`config.mk`:
```
export PLATFORM = sky130hd
export DESIGN_NAME = c64_bus_responder
export DESIGN_NICKNAME = d
export VERILOG_FILES = /design/src/rtl/c64_bus_responder.sv
export SDC_FILE = /design/constraint.sdc
export NUM_CORES = 1
export LEC_CHECK = 0
export CELL_PAD_IN_SITES_DETAIL_PLACEMENT = 1
export CELL_PAD_IN_SITES_GLOBAL_PLACEMENT = 1
export CORE_ASPECT_RATIO = 0.9
export CORE_MARGIN = 2
export CORE_UTILIZATION = 32
export DETAILED_ROUTE_END_ITERATION = 12
export PLACE_DENSITY = 0.89
export SETUP_SLACK_MARGIN = 0.15
export SLEW_MARGIN = 40
export SYNTH_ARGS = -nofsm -noshare
export SYNTH_HDL_FRONTEND = slang
export SYNTH_SLANG_ARGS = --single-unit
```
`constraint.sdc`:
```
create_clock -name clk -period 3.6 [get_ports clk]
set_input_delay 0.72 -clock clk [delete_from_list [all_inputs] [get_ports clk]]
set_output_delay 0.72 -clock clk [all_outputs]
set_load 0.05 [all_outputs]
```
`src/rtl/c64_bus_responder.sv`:
```
// c64_bus_responder: 6510 bus responder with on-chip port ($00 DDR, $01 DATA),
// C64 LORAM/HIRAM/CHAREN banking, 1-cycle read return and an I/O handshake.
// Optional I/O wait abort is enabled by defining IO_TIMEOUT_EN.
module c64_bus_responder #(
  parameter int unsigned IO_TIMEOUT = 255
) (
  input  logic        clk,
  input  logic        reset,
  input  logic [15:0] cpu_ab,
  input  logic [7:0]  cpu_do,
  input  logic        cpu_we,
  output logic [7:0]  cpu_di,
  output logic        cpu_rdy,
  output logic [15:0] ram_addr,
  output logic        ram_we,
  output logic [7:0]  ram_wdata,
  input  logic [7:0]  ram_rdata,
  output logic [13:0] rom_addr,
  input  logic [7:0]  rom_rdata,
  output logic [11:0] chr_addr,
  input  logic [7:0]  chr_rdata,
  output logic        io_req,
  output logic        io_we,
  output logic [11:0] io_addr,
  output logic [7:0]  io_wdata,
  input  logic [7:0]  io_rdata,
  input  logic        io_ack,
  input  logic [5:0]  port_in,
  output logic [5:0]  port_out,
  output logic [5:0]  port_oe,
  output logic        io_timeout
);

  localparam int unsigned PW = 6;
  localparam int unsigned DW = 8;

  typedef enum logic [1:0] {IDLE, IO_WAIT, IO_DONE} state_t;
  typedef enum logic [2:0] {SRC_RAM, SRC_ROM, SRC_CHR, SRC_PORT, SRC_IO} src_t;

  if (IO_TIMEOUT < 1 || IO_TIMEOUT > 255) begin : g_bad_timeout
    $error("IO_TIMEOUT must be in 1..255");
  end

  state_t        state, state_nx;
  src_t          src_q, src_c;
  logic [PW-1:0] ddr, data;
  logic [PW-1:0] port_val_c;
  logic [DW-1:0] port_rd, io_rd;
  logic          loram, hiram, charen;
  logic          decode_c, io_hit_c, io_start_c, tmo_c;

  // Banking lines: undriven port pins read back as 1
  assign loram  = data[0] | ~ddr[0];
  assign hiram  = data[1] | ~ddr[1];
  assign charen = data[2] | ~ddr[2];

  assign decode_c   = (state != IO_WAIT);
  assign io_start_c = decode_c & io_hit_c;
  assign port_val_c = cpu_ab[0] ? ((data & ddr) | (port_in & ~ddr)) : ddr;

  // Address map decode for the current CPU cycle
  always_comb begin
    src_c    = SRC_RAM;
    io_hit_c = 1'b0;
    if (cpu_ab[15:1] == 15'd0) begin
      src_c = SRC_PORT;
    end else if (cpu_ab[15:13] == 3'b101 && loram && hiram) begin
      src_c = SRC_ROM;
    end else if (cpu_ab[15:13] == 3'b111 && hiram) begin
      src_c = SRC_ROM;
    end else if (cpu_ab[15:12] == 4'hD && (loram || hiram)) begin
      if (charen) begin
        src_c    = SRC_IO;
        io_hit_c = 1'b1;
      end else begin
        src_c = SRC_CHR;
      end
    end
  end

  // Memory-side address/strobe pass-through
  assign ram_addr  = cpu_ab;
  assign ram_wdata = cpu_do;
  assign ram_we    = cpu_we & decode_c & ~io_hit_c;
  assign rom_addr  = {cpu_ab[14], cpu_ab[12:0]};
  assign chr_addr  = cpu_ab[11:0];
  assign port_out  = data & ddr;
  assign port_oe   = ddr;

`ifdef IO_TIMEOUT_EN
  logic [7:0] wait_cnt;

  assign tmo_c = (state == IO_WAIT) && !io_ack && (wait_cnt == 8'(IO_TIMEOUT - 1));

  // Wait-cycle counter and abort pulse
  always_ff @(posedge clk or posedge reset) begin
    if (reset) begin
      wait_cnt   <= 8'd0;
      io_timeout <= 1'b0;
    end else begin
      io_timeout <= tmo_c;
      if (io_start_c) begin
        wait_cnt <= 8'd0;
      end else if (state == IO_WAIT) begin
        wait_cnt <= wait_cnt + 8'd1;
      end
    end
  end
`else
  assign tmo_c      = 1'b0;
  assign io_timeout = 1'b0;
`endif

  // State register
  always_ff @(posedge clk or posedge reset) begin
    if (reset) state <= IDLE;
    else       state <= state_nx;
  end

  // Next-state logic
  always_comb begin
    state_nx = state;
    unique case (state)
      IDLE, IO_DONE: state_nx = io_start_c ? IO_WAIT : IDLE;
      IO_WAIT:       if (io_ack || tmo_c) state_nx = IO_DONE;
      default:       state_nx = IDLE;
    endcase
  end

  // Moore outputs: CPU held and I/O requested only while waiting
  always_comb begin
    cpu_rdy = 1'b1;
    io_req  = 1'b0;
    if (state == IO_WAIT) begin
      cpu_rdy = 1'b0;
      io_req  = 1'b1;
    end
  end

  // Port registers, read-source select and I/O cycle capture
  always_ff @(posedge clk or posedge reset) begin
    if (reset) begin
      ddr      <= '0;
      data     <= '0;
      src_q    <= SRC_RAM;
      port_rd  <= '0;
      io_rd    <= '0;
      io_we    <= 1'b0;
      io_addr  <= '0;
      io_wdata <= '0;
    end else begin
      if (decode_c) begin
        src_q   <= src_c;
        port_rd <= {2'b00, port_val_c};
        if (cpu_we && cpu_ab == 16'h0000) ddr  <= cpu_do[PW-1:0];
        if (cpu_we && cpu_ab == 16'h0001) data <= cpu_do[PW-1:0];
        if (io_hit_c) begin
          io_we    <= cpu_we;
          io_addr  <= cpu_ab[11:0];
          io_wdata <= cpu_do;
        end
      end else if (io_ack) begin
        io_rd <= io_we ? 8'h00 : io_rdata;
        io_we <= 1'b0;
      end else if (tmo_c) begin
        io_rd <= 8'hFF;
        io_we <= 1'b0;
      end
    end
  end

  // Read data return mux
  always_comb begin
    cpu_di = ram_rdata;
    unique case (src_q)
      SRC_ROM:  cpu_di = rom_rdata;
      SRC_CHR:  cpu_di = chr_rdata;
      SRC_PORT: cpu_di = port_rd;
      SRC_IO:   cpu_di = io_rd;
      default:  cpu_di = ram_rdata;
    endcase
  end

endmodule
```
==> reports/qor.csv, run 1 <==
metric;value;unit
setup.worst_path.class;in2out;
ys_warn_count;0;
p_seq_frac;0.368;
port_buffers;159;
max_freq;0.317;GHz
synth_edf_count;0;
die-area;10600;sq um
outcome;completed;
ys_ff_latch;52;
end_kind;output pin;
p_leak;0.00192;uW
clkLatencyLatePin;0.31;ns
drv_cap;0;
seqCellArea;1300;sq um
die_w;109;um
pwr-share-comb;0.458;
drtIter0Drc;83;
cts_root_buffer;clkbuf_8;
postSynth.asyncResetShare;1.00;
layout-drive-gt1-share;0.170;
postCtsHoldBufs;0;
routed_wl;9600;um
swShare;0.417;
drc;0;
layout.cells.most_common;clkdlybuf4s50_1;
cts_tree;yes;
antenna_cells;0;
arrival;2.43;ns
p_per_area;445;nW/um^2
hold_depth;1;
layout_worst_path_cycle_share;0.875;
min_from;state[0];
clkSinkCount;52;
instances_no_fill;527;
die_h;98.1;um
tns;0;ns
min_to;state[0];
ant_nets;0;
setup_viol;0;
nFillCells;1062;
grt_usage;0.185;
numCtsBuffers;5;
r2r_start;port_oe[0];
multi_input_area;1370;sq um
core.rowCount;34;
cp-start-kind;input pin;
dr.pass1.iters;4;
clkTransAtPathRegs;0.10;ns
crit_required;2.88;ns
routabilityCongestion;0.791;
final_nets;466;
place_hpwl;7510;um
grt_max_degree;26;
fin_crit;3.15;ns
ys_types;43;
fin_skew;0.0104;ns
vias;2565;
p_int;1190;uW
hold_class;reg2reg;
start_util;0.327;
cts_resized;0;
r2r_cells;5;
antenna_found_initial;0;
syn2layout_area_growth;45.5;%
ir_drop;0.000222;V
vias_per_cell;4.87;
grt_pass1_wl;15400;um
yosysSeqAreaShare;0.413;
hold_violations;0;
grt_pass1_vias;2905;
crit_fanout;2;
reg2reg_slack;1.57;ns
post-cts-setup-buffers;0;
syn_avg_cell_area;10.8;sq um
ioPinCount;161;
holdWs;0.457;ns
synth_top_flop_cell;dfrtp_1;
final_cell_mix;clkdlybuf4s50_1, dfrtp_1, mux2_4;
synth_nets;357;
synth_cells;291;
core_area;9610;sq um
cts_buffer_depth;2;
slew_headroom;0.564;
rsz0062_at_grt;no;
max_slew.worst_pin.slew;0.653;ns
timing.rr.end;io_wdata[6];
power.switching;850;uW
dp_cells;519;
cts_max_level;2;
p_clk_frac;0.174;
synth_area;3150;sq um
avgRoutedWirePerCell;18.2;um
final-max-slew-violation-count;0;
grt-ovfl-total;0;
-- synth_stat cells, types with 2 or more instances --
library cell / number / area (sq um)
dfrtp_1: 52 / 1300
buf_4: 51 / 383
mux2_4: 24 / 360
nand2_1: 20 / 75.1
a21oi_1: 14 / 70.1
o22ai_1: 12 / 75.1
nand2b_1: 10 / 62.6
inv_1: 8 / 30.0
mux2_2: 8 / 90.1
clkbuf_1: 7 / 26.3
nor2_1: 7 / 26.3
o21ai_0: 7 / 35.0
and2_1: 6 / 37.5
mux2i_1: 6 / 60.1
mux2_1: 5 / 56.3
o21a_1: 5 / 37.5
o221ai_1: 5 / 43.8
a21o_1: 4 / 30.0
nor2b_1: 4 / 25.0
a211oi_1: 3 / 22.5
buf_2: 3 / 15.0
nor4_2: 3 / 37.5
o31ai_1: 3 / 22.5
a311oi_1: 2 / 17.5
buf_6: 2 / 22.5
nand4_1: 2 / 12.5
nor3_4: 2 / 32.5
-- layer usage --
| layer | share of wire | global-route usage | vias to the layer above |
|---|---|---|---|
| li1 | - | - | 1199 |
| met1 | 0.41 | 0.220 | 1246 |
| met2 | 0.49 | 0.328 | 116 |
| met3 | 0.088 | 0.0581 | 4 |
| met4 | 0.0067 | 0.0325 | 0 |
| met5 | 0 | 0 | - |
-- critical path, cell delays in order --
cell and delay [ns]:
clkdlybuf4s50_1 0.49, mux2i_1 0.07, nor2_1 0.10, a211oi_1 0.06, a21oi_1 0.16, clkdlybuf4s50_1 0.82
-- worst max-delay path by stage --
stage                      start         to  slack (ns)
detailed placement  ram_rdata[6]  cpu_di[6]        0.46
global placement    ram_rdata[6]  cpu_di[6]        0.53
CTS                 ram_rdata[6]  cpu_di[6]        0.45
floorplan               src_q[1]  cpu_di[4]        0.66
global route        ram_rdata[7]  cpu_di[7]        0.34
finish              ram_rdata[6]  cpu_di[6]        0.45
-- metrics by stage --
| step | cell area (sq um) | worst slack (ns) | util | total power, uW |
|---|---|---|---|---|
| after floorplan | 3150 | 0.658 | - | 1370 |
| after global placement | 4490 | 0.526 | 0.467 | 1680 |
| after detailed placement | 4490 | 0.460 | 0.467 | 1700 |
| after CTS | 4580 | 0.452 | 0.476 | 2060 |
| after global routing | 4580 | 0.340 | 0.476 | 2140 |
| final | 4580 | 0.449 | 0.476 | 2040 |
-- logic make-up after synthesis --
group / share of synthesized area
buf+inv: 0.153
other cells: 0.00119
mux: 0.180
simple gates: 0.124
compound gates: 0.128
flops: 0.413
-- registers in the layout, indices dropped and copies added, names as in the netlist --
signal / count
data: 6
io_addr: 12
io_rd: 8
io_wdata: 8
io_we: 1
port_oe: 6
port_rd: 6
src_q: 3
state: 2
-- final cells by class --
cell class / instances / area share
Clock buffer: 5 / 0.0150
Clock inverter: 3 / 0.00546
Inverter: 8 / 0.00656
Multi-Input combinational cell: 167 / 0.298
Sequential cell: 52 / 0.284
Tap cell: 126 / 0.0344
Timing Repair Buffer: 166 / 0.356
-- power by group through the flow --
stage	Combinational (uW)	Sequential [uW]	Clock (uW)
floorplan	417	955	0
global placement	922	755	0
detailed placement	939	759	0
CTS	941	751	370
global route	982	764	391
finish	933	749	354
Power figures use the tool's default switching activity.
==> run 2, diff against run 1 <==
CTS_CLUSTER_SIZE = 24   (was unset)
SLEW_MARGIN = 30   (was 40)
==> results of run 2 <==
Same layout as run 1: the final DEF is identical, and so are final timing and power.
